<file path="config.mk">
export PLATFORM = sky130hd
export DESIGN_NAME = gcd_operand_queue
export DESIGN_NICKNAME = d
export VERILOG_FILES = /design/src/rtl/gcd_operand_queue.sv
export SDC_FILE = /design/constraint.sdc
export NUM_CORES = 1
export LEC_CHECK = 0
export ABC_AREA = 1
export BUFFER_PORTS_ARGS = -buffer_cell sky130_fd_sc_hd__buf_2
export CORE_MARGIN = 4
export CORE_UTILIZATION = 50
export CTS_CLUSTER_DIAMETER = 30
export DETAILED_ROUTE_END_ITERATION = 16
export PLACE_DENSITY = 0.7
export SYNTH_ARGS = -nofsm -noshare
export SYNTH_HDL_FRONTEND = slang
export SYNTH_SLANG_ARGS = --single-unit
</file>
<file path="constraint.sdc">
create_clock -name clk_i -period 2.6 [get_ports clk_i]
set_input_delay 0.52 -clock clk_i [delete_from_list [all_inputs] [get_ports clk_i]]
set_output_delay 0.52 -clock clk_i [all_outputs]
set_load 0.02 [all_outputs]
</file>
<file path="src/rtl/gcd_operand_queue.sv">
// Operand-pair FIFO and sequencer in front of the gcd core; zero operands bypass the core.
// Optional statistics counters are enabled by defining GCD_QUEUE_STATS_EN.
module gcd_operand_queue #(
  parameter int unsigned XLEN  = 32,
  parameter int unsigned DEPTH = 4,
  parameter int unsigned TAG_W = 4
) (
  input  logic                     clk_i,
  input  logic                     resetn_i,
  input  logic                     req_valid_i,
  output logic                     req_ready_o,
  input  logic [XLEN-1:0]          req_a_i,
  input  logic [XLEN-1:0]          req_b_i,
  input  logic [TAG_W-1:0]         req_tag_i,
  output logic                     core_start_o,
  output logic [XLEN-1:0]          core_a_o,
  output logic [XLEN-1:0]          core_b_o,
  input  logic                     core_done_i,
  input  logic [XLEN-1:0]          core_gcd_i,
  output logic                     rsp_valid_o,
  input  logic                     rsp_ready_i,
  output logic [XLEN-1:0]          rsp_gcd_o,
  output logic [TAG_W-1:0]         rsp_tag_o,
  output logic [$clog2(DEPTH):0]   occupancy_o
`ifdef GCD_QUEUE_STATS_EN
  ,
  output logic [31:0]              stat_issued_o,
  output logic [31:0]              stat_bypass_o,
  output logic [31:0]              stat_stall_o
`endif
);

  localparam int unsigned PTR_W = $clog2(DEPTH);
  localparam int unsigned CNT_W = $clog2(DEPTH) + 1;

  typedef enum logic [1:0] {
    S_IDLE  = 2'd0,
    S_ISSUE = 2'd1,
    S_WAIT  = 2'd2,
    S_RESP  = 2'd3
  } state_e;

  state_e             state_q, state_d;
  logic [XLEN-1:0]    mem_a_q   [DEPTH];
  logic [XLEN-1:0]    mem_a_d   [DEPTH];
  logic [XLEN-1:0]    mem_b_q   [DEPTH];
  logic [XLEN-1:0]    mem_b_d   [DEPTH];
  logic [TAG_W-1:0]   mem_tag_q [DEPTH];
  logic [TAG_W-1:0]   mem_tag_d [DEPTH];
  logic [PTR_W-1:0]   wr_ptr_q, wr_ptr_d;
  logic [PTR_W-1:0]   rd_ptr_q, rd_ptr_d;
  logic [CNT_W-1:0]   count_q, count_d;
  logic               core_start_q, core_start_d;
  logic               rsp_valid_q, rsp_valid_d;
  logic [XLEN-1:0]    core_a_q, core_a_d;
  logic [XLEN-1:0]    core_b_q, core_b_d;
  logic [XLEN-1:0]    rsp_gcd_q, rsp_gcd_d;
  logic [TAG_W-1:0]   rsp_tag_q, rsp_tag_d;

  logic               full_c;
  logic               push_c;
  logic               pop_c;
  logic               head_zero_c;
  logic [XLEN-1:0]    head_a_c;
  logic [XLEN-1:0]    head_b_c;
  logic [TAG_W-1:0]   head_tag_c;

  // Ready comes only from the registered count, so a full FIFO never accepts even on a pop cycle.
  assign full_c      = (count_q == CNT_W'(DEPTH));
  assign req_ready_o = ~full_c;
  assign push_c      = req_valid_i & ~full_c;

  assign head_a_c    = mem_a_q[rd_ptr_q];
  assign head_b_c    = mem_b_q[rd_ptr_q];
  assign head_tag_c  = mem_tag_q[rd_ptr_q];
  assign head_zero_c = (head_a_c == '0) || (head_b_c == '0);

  // Next-state, pop decision and operand/result capture.
  always_comb begin
    state_d   = state_q;
    pop_c     = 1'b0;
    core_a_d  = core_a_q;
    core_b_d  = core_b_q;
    rsp_gcd_d = rsp_gcd_q;
    rsp_tag_d = rsp_tag_q;

    unique case (state_q)
      S_IDLE: begin
        if (count_q != '0) begin
          pop_c     = 1'b1;
          core_a_d  = head_a_c;
          core_b_d  = head_b_c;
          rsp_tag_d = head_tag_c;
          if (head_zero_c) begin
            // gcd(0,b)=b, gcd(a,0)=a, gcd(0,0)=0
            rsp_gcd_d = head_a_c | head_b_c;
            state_d   = S_RESP;
          end else begin
            state_d   = S_ISSUE;
          end
        end
      end
      S_ISSUE: begin
        state_d = S_WAIT;
      end
      S_WAIT: begin
        if (core_done_i) begin
          rsp_gcd_d = core_gcd_i;
          state_d   = S_RESP;
        end
      end
      S_RESP: begin
        if (rsp_ready_i) begin
          state_d = S_IDLE;
        end
      end
      default: begin
        state_d = S_IDLE;
      end
    endcase

    core_start_d = (state_d == S_ISSUE);
    rsp_valid_d  = (state_d == S_RESP);
  end

  // FIFO storage, pointers and occupancy.
  always_comb begin
    mem_a_d   = mem_a_q;
    mem_b_d   = mem_b_q;
    mem_tag_d = mem_tag_q;
    wr_ptr_d  = wr_ptr_q;
    rd_ptr_d  = rd_ptr_q;
    count_d   = count_q;

    if (push_c) begin
      mem_a_d[wr_ptr_q]   = req_a_i;
      mem_b_d[wr_ptr_q]   = req_b_i;
      mem_tag_d[wr_ptr_q] = req_tag_i;
      wr_ptr_d            = wr_ptr_q + PTR_W'(1);
    end
    if (pop_c) begin
      rd_ptr_d = rd_ptr_q + PTR_W'(1);
    end

    unique case ({push_c, pop_c})
      2'b10:   count_d = count_q + CNT_W'(1);
      2'b01:   count_d = count_q - CNT_W'(1);
      default: count_d = count_q;
    endcase
  end

  always_ff @(posedge clk_i or negedge resetn_i) begin
    if (!resetn_i) begin
      state_q      <= S_IDLE;
      wr_ptr_q     <= '0;
      rd_ptr_q     <= '0;
      count_q      <= '0;
      core_start_q <= 1'b0;
      rsp_valid_q  <= 1'b0;
      core_a_q     <= '0;
      core_b_q     <= '0;
      rsp_gcd_q    <= '0;
      rsp_tag_q    <= '0;
      for (int i = 0; i < int'(DEPTH); i++) begin
        mem_a_q[i]   <= '0;
        mem_b_q[i]   <= '0;
        mem_tag_q[i] <= '0;
      end
    end else begin
      state_q      <= state_d;
      wr_ptr_q     <= wr_ptr_d;
      rd_ptr_q     <= rd_ptr_d;
      count_q      <= count_d;
      core_start_q <= core_start_d;
      rsp_valid_q  <= rsp_valid_d;
      core_a_q     <= core_a_d;
      core_b_q     <= core_b_d;
      rsp_gcd_q    <= rsp_gcd_d;
      rsp_tag_q    <= rsp_tag_d;
      mem_a_q      <= mem_a_d;
      mem_b_q      <= mem_b_d;
      mem_tag_q    <= mem_tag_d;
    end
  end

  assign core_start_o = core_start_q;
  assign core_a_o     = core_a_q;
  assign core_b_o     = core_b_q;
  assign rsp_valid_o  = rsp_valid_q;
  assign rsp_gcd_o    = rsp_gcd_q;
  assign rsp_tag_o    = rsp_tag_q;
  assign occupancy_o  = count_q;

`ifdef GCD_QUEUE_STATS_EN
  logic [31:0] stat_issued_q, stat_issued_d;
  logic [31:0] stat_bypass_q, stat_bypass_d;
  logic [31:0] stat_stall_q, stat_stall_d;

  // Saturating event counters.
  always_comb begin
    stat_issued_d = stat_issued_q;
    stat_bypass_d = stat_bypass_q;
    stat_stall_d  = stat_stall_q;
    if (core_start_q && (stat_issued_q != '1)) begin
      stat_issued_d = stat_issued_q + 32'(1);
    end
    if (pop_c && head_zero_c && (stat_bypass_q != '1)) begin
      stat_bypass_d = stat_bypass_q + 32'(1);
    end
    if (rsp_valid_q && !rsp_ready_i && (stat_stall_q != '1)) begin
      stat_stall_d = stat_stall_q + 32'(1);
    end
  end

  always_ff @(posedge clk_i or negedge resetn_i) begin
    if (!resetn_i) begin
      stat_issued_q <= '0;
      stat_bypass_q <= '0;
      stat_stall_q  <= '0;
    end else begin
      stat_issued_q <= stat_issued_d;
      stat_bypass_q <= stat_bypass_d;
      stat_stall_q  <= stat_stall_d;
    end
  end

  assign stat_issued_o = stat_issued_q;
  assign stat_bypass_o = stat_bypass_q;
  assign stat_stall_o  = stat_stall_q;
`endif

endmodule

</file>
==> run metrics, run 1 <==
Seq cells post-synth approximately 380; static leakage ~10 nW; Initial Utilization 0.5082; ratio of cells with drive above 1 in the final layout 0.3467; CTS tree built; Worst R2R Path Depth 14; status complete, but fails checks; WP data required roughly 3100 ps; sequential share of the synthesized area 0.5610; final setup skew approximately 24 ps; fin crit period between 2000 and 2500 ps; synthesized cell area 17080 um2; crit-path cells clkinv_2 > buf_12 > nand2_1 > nand3_1 > nand2_1 > nand2_1 > nor2_1 > nand2_1 > nor2_1 > nand2_1 > nand3_2 > buf_6 > nand3_1 > nand2_1; top layer in use met5; Reg2Reg Setup Slack approximately 140 ps; DP Area ~19000 um2; Rows 67; CP Capture Type register; Die Span Y 192.8 um; num ports 211; DR WL/cell roughly 21 um; metal2 WL about 23000 um; register area approximately 9600 um2; Final ANT Viol Nets 0; grt ovf 0; first-pass GRT wire length between 70000 and 80000 um; Chip Width between 150 and 200 um; post-synth cell types 24; worst setup path class reg -> reg; # port buffers 210; RSZ-0062 raised after global routing false; placed insts between 2000 and 2500; number of global-route vias before repair approximately 13000; H-tree depth 3; violated checks negative hold slack; Hold Worst Slack -16.28 ps; syn_nets around 1800; GRT Overall Usage 0.2728; peak supply drop 876.3 uV; Inserted Clock Buffers 76; Worst R2R Start rd_ptr_q[0]; initial antenna violation count 11; fin. max-slew vios 0; slowest stage delay, CP 450 ps; nets@finish 2020; Syn Inst Count 1654; Avg Cell Area, Syn 10.33 um2; crit share post-route 0.9465; worst-path fanout max 74; Rel. slew slack 0.4551; synth top area cells dfrtp_1 (56%), mux2_2 (17%), nand2_1 (11%); Peak Freq ~400 MHz; post-synth top area share 0.5610; CTS clk-pin slew, worst paths about 40 ps; met3 WL 4060 um; Worst-Skew Late Latency between 500 and 600 ps; Residual DRC 0; CTS hold repair buffers 0; number of clock sinks ~380; Most common cell on crit path nand2_1; final core occ 0.6450; TNS Setup 0 ps; Placeable Area roughly 34000 um2; Min-Delay Path Class in -> async; GP Congestion approximately 0.85; pre-CTS setup slack about 110 ps; largest net degree at the start of global routing between 80 and 90; Power Dens Cells 1636 nW/um2; Final Instance Area ~22000 um2; Fillers roughly 2600; CP max stage cell dfrtp_4; Final Hold Vio Count 4; Non-Filler Instances approximately 2400; endpoints failing setup 0; Final Total Pwr 35.48 mW; yosys warns 0; Area Growth Syn to Fin 26.92%; Root Driver clkbuf_16; maximum clock path buffer count 3; DRT iter0 DRCs roughly 1200; Multi-input gate area between 6000 and 7000 um2; Vias 13380; WP data arrival around 3000 ps; final WL a little over 50000 um; crit path launch type register; met1 WL between 20000 and 25000 um; CP Launch Point rd_ptr_q[0]; Via density around 5.5; max-cap violations 0; Worst Slack Setup Final 139.2 ps; area of the die roughly 37000 um2; post-DP HPWL roughly 33000 um; RR Endpoint rsp_gcd_o[27]; drt first pass iters 6; largest area contributor in the netlist dfrtp_1; Worst Tran Pin Value slightly above 800 ps
## how the worst max path moves through the flow
stage	to	slack [ps]	cells after the start
4_1_cts	rsp_gcd_o[27]	50	14
6_report	rsp_gcd_o[27]	140	14
3_3_place_gp	rsp_gcd_o[23]	170	14
2_1_floorplan	occupancy_o[2]	460	9
3_5_place_dp	rsp_gcd_o[6]	110	14
5_1_grt	rsp_gcd_o[27]	3	14
## power by group
part           internal, mW  switching (mW)
Sequential             9.05            1.78
Clock                  6.76            3.12
Combinational          5.94            8.83
## metal layers
| metal | vias to the layer above | GRT usage |
|---|---|---|
| li1 | 6091 | - |
| met3 | 91 | 0.06657 |
| met4 | 8 | 0.09792 |
| met2 | 489 | 0.4266 |
| met1 | 6700 | 0.3733 |
| met5 | - | 0 |
## cell usage after synthesis
master / count
xnor2_1: 2
buf_1: 1
a21oi_1: 39
a21o_1: 32
nand2_4: 1
nand2_1: 511
buf_6: 9
nand3_1: 162
nor3_1: 1
inv_1: 21
buf_4: 4
nor2_1: 38
buf_2: 60
nand3_2: 1
clkbuf_1: 29
inv_2: 2
o211ai_1: 4
o21ai_0: 78
a31oi_1: 4
fa_1: 1
mux2_2: 264
ha_1: 5
dfrtp_1: 383
xor2_1: 2
## cells in the final DEF (no fill, tap or decap), drive strengths merged
cell type	synthesis	layout
clkinv	0	19
mux2	264	264
clkbuf	29	104
a31oi	4	4
fa	1	1
a21oi	39	39
nand2	512	512
inv	23	25
o21ai	78	78
diode	0	6
dfrtp	383	383
xor2	2	2
o211ai	4	4
bufinv	0	9
a21o	32	32
buf	74	280
ha	5	5
xnor2	2	2
nand3	163	163
clkinvlp	0	5
nor2	38	38
nor3	1	1
## worst max-delay path, delay by kind of cell (launching register included)
family / cells / cell delay, ps
and+or+nand+nor: 11 / 1300
buffers and inverters: 3 / 600
DFF: 1 / 450
## timing repair
| item | 4_1_cts | 5_1_grt |
|---|---|---|
| buffers inserted | 0 | 0 |
| endpoints found under the setup margin | 0 | 30 |
| resized for setup | 0 | 1 |
## logic make-up after synthesis
kind of cell	Yosys count	share of synthesized area
AO/OA/AOI/OAI	157	0.05156
XOR/XNOR	4	0.002051
adder cells (fa/ha/maj)	6	0.004834
multiplexers	264	0.1740
buffers and inverters	126	0.03691
AND/OR/NAND/NOR	714	0.1696
flip-flops	383	0.5610
## area by class of cell
| cell class | count | area share |
|---|---|---|
| antenna | 6 | 0.0006924 |
| clock buffer | 104 | 0.1010 |
| clock inverter | 35 | 0.02043 |
| inverter | 23 | 0.004097 |
| multi-input combinational | 1145 | 0.3185 |
| sequential | 383 | 0.4422 |
| tap | 448 | 0.02585 |
| timing repair buffer | 280 | 0.08719 |
## state kept, by name, summed over array words and instances (netlist names)
name and flops:
occupancy_o 3, rsp_gcd_o 32, rd_ptr_q 2, mem_b_q 128, mem_a_q 128, state_q 2, wr_ptr_q 2, mem_tag_q 16
rsp_valid_o 1, rsp_tag_o 4, core_start_o 1, core_b_o 32, core_a_o 32
(Power assumes the default switching activity.)
==> run 2: changes to the inputs <==
- CORE_ASPECT_RATIO: default -> 0.8
- GPL_TIMING_DRIVEN: default -> 0
==> run 2 against run 1 <==
  * Die area about the same
  * Highest routed layer unchanged
  * Global-route usage is 1.1 points higher
  * The run now ends clean
  * Flip-flop and latch count is the same
  * Maximum frequency down 1.4%
  * Worst hold slack improved by 230 ps
==> run metrics, run 2 (synthesized netlist as in run 1, its figures left out) <==
Rel. slew slack 0.5543 (was 0.4551); ratio of cells with drive above 1 in the final layout 0.3551 (was 0.3467); Initial Utilization 0.5080 (was 0.5082); Rows 60 (was 67); GRT Overall Usage 0.2837 (was 0.2728); drt first pass iters 7 (was 6); H-tree depth 3 (unchanged); CTS tree built (unchanged); Final Hold Vio Count 0 (was 4); Root Driver clkbuf_16 (unchanged); max-cap violations 0 (unchanged); fin. max-slew vios 0 (unchanged); Final ANT Viol Nets 0 (unchanged); hold depth 2; maximum clock path buffer count 3 (unchanged); crit-path cells buf_4 > buf_4 > nand3_1 > nand2_1 > nand2_1 > nor2_1 > nand2_1 > nor2_1 > nand2_1 > nand3_4 > nand2_4 > buf_6 > nand2_1 > nand2_1 (was clkinv_2 > buf_12 > nand2_1 > nand3_1 > nand2_1 > nand2_1 > nor2_1 > nand2_1 > nor2_1 > nand2_1 > nand3_2 > buf_6 > nand3_1 > nand2_1); crit-path leading delay family simple AND/OR/NAND/NOR gates (unchanged); worst-path fanout max 10 (was 74); final setup skew 28.34 ps (was 24.01 ps); RR Endpoint rsp_gcd_o[16] (was rsp_gcd_o[27]); Placeable Area 33630 um2 (was 33620 um2); largest net degree at the start of global routing 124 (was 84); initial antenna violation count 14 (was 11); CTS clk-pin slew, worst paths 50 ps (was 40 ps); peak supply drop 839.7 uV (was 876.3 uV); Peak Freq 400.7 MHz (was 406.4 MHz); worst setup path class reg -> reg (unchanged); Inserted Clock Buffers 74 (was 76); area of the die 37210 um2 (was 37190 um2); Die Span Y 173.3 um (was 192.8 um); static leakage 10.33 nW (was 10.43 nW); Residual DRC 0 (unchanged); fin crit period 2496 ps (was 2461 ps); num ports 211 (unchanged); Worst R2R Start rd_ptr_q[1] (was rd_ptr_q[0]); # port buffers 210 (unchanged); Min-Delay Path Class in -> reg (was in -> async); biggest regs mem_a_q x128, mem_b_q x128 (unchanged); crit path buf inv count 3 (unchanged); TNS Setup 0 ps (unchanged); Fillers 2731 (was 2628); WP data arrival 2940 ps (was 2960 ps); GP Congestion 0.8707 (was 0.8516); Multi-input gate area 6950 um2 (was 6907 um2); most common cell after layout, fill and taps aside nand2_1 (unchanged); post-DP HPWL 36980 um (was 33330 um); most frequent cells in the layout nand2_1 (496), dfrtp_1 (383), mux2_2 (264) (was nand2_1 (511), dfrtp_1 (381), mux2_2 (264)); DR WL/cell 21.80 um (was 20.82 um); WHS Endpoint mem_b_q[78]; Worst R2R Path Depth 14 (unchanged); first-pass GRT wire length 82340 um (was 78290 um); number of clock sinks 383 (unchanged); slowest stage delay, CP 380 ps (was 450 ps); endpoints failing setup 0 (unchanged); WP data required 3040 ps (was 3100 ps); final WL 53190 um (was 50460 um); nets@finish 2054 (was 2020); Most common cell on crit path nand2_1 (unchanged); Area Growth Syn to Fin 25.07% (was 26.92%); Vias 13670 (was 13380); Chip Width 214.7 um (was 192.8 um); grt ovf 0 (unchanged); Via density 5.604 (was 5.519); Worst-Skew Late Latency 580 ps (was 570 ps); number of global-route vias before repair 13770 (was 13460); Reg2Reg Setup Slack 100 ps (was 140 ps); register area 9584 um2 (was 9589 um2); hold_sp req_b_i[14]; CP Capture Type register (unchanged); DRT iter0 DRCs 1463 (was 1213); status completed (was complete, but fails checks); crit share post-route 0.9598 (was 0.9465); RSZ-0062 raised after global routing false (unchanged); Worst Tran Pin Value 668.5 ps (was 817.3 ps); crit path launch type register (unchanged); Power Dens Cells 1623 nW/um2 (was 1636 nW/um2); CP max stage cell dfrtp_1 (was dfrtp_4); Final Total Pwr 34.69 mW (was 35.48 mW)
run 2: worst register-to-register path, delay by kind of cell (launching register included):
kind / cells / cell delay (ps)
buf+inv: 3 / 670
flops: 1 / 380
simple gates: 11 / 1330
run 2: cell type report:
type	instances	share of cell area
sequential	383	0.4486
timing repair buffer	214	0.05399
tap	434	0.02541
clock inverter	50	0.02137
antenna	4	0.0004685
clock buffer	85	0.09293
multi-input combinational	1145	0.3253
inverter	23	0.004158
buffer	102	0.02782
run 2: routing by layer:
metal,up-vias,track usage,wire [um]
li1,6146,-,-
met1,6855,0.3970,23100
met2,534,0.4361,24110
met3,119,0.07868,4611
met4,20,0.08507,1270
met5,-,0,109
run 2: how the worst max path moves through the flow:
stage	start	endpoint	slack (ps)	depth (start not counted)
floorplan	occupancy_o[0]	occupancy_o[2]	460	9
global placement	resetn_i	mem_a_q[91]	-6460	1
detailed placement	occupancy_o[0]	core_a_o[31]	-570	6
CTS	rd_ptr_q[1]	rsp_gcd_o[16]	20	14
global route	rd_ptr_q[0]	rsp_gcd_o[21]	2	16
finish	rd_ptr_q[1]	rsp_gcd_o[16]	100	14
run 2: metrics by stage:
step	util	instances	cell area, um2	hold WS, ps	setup slack (ps)
final	0.6353	2440	21370	215.6	104.5
after detailed placement	0.5581	2301	18770	418.6	-570.7
after global routing	0.6353	2440	21370	212.2	1.729
after global placement	0.5554	2298	18680	449.4	-6456
after floorplan	-	1654	17080	224.4	459.5
after CTS	0.6328	2436	21280	204.5	22.47
run 2: power breakdown:
part | internal (mW) | total, mW | leakage [nW] | switching (mW)
combinational | 5.54 | 14.9 | 4.55 | 9.31
clock | 5.92 | 9.21 | 1.17 | 3.29
sequential | 9.04 | 10.6 | 4.60 | 1.59
total | 20.5 | 34.7 | 10.3 | 14.2
run 2: what timing repair did:
action,in CTS,in global routing
gates resized for setup,25,26
pin swaps,0,2
setup buffers,0,0
hold endpoints to repair,35,0
hold buffers,1,0
endpoints found under the setup margin,103,57
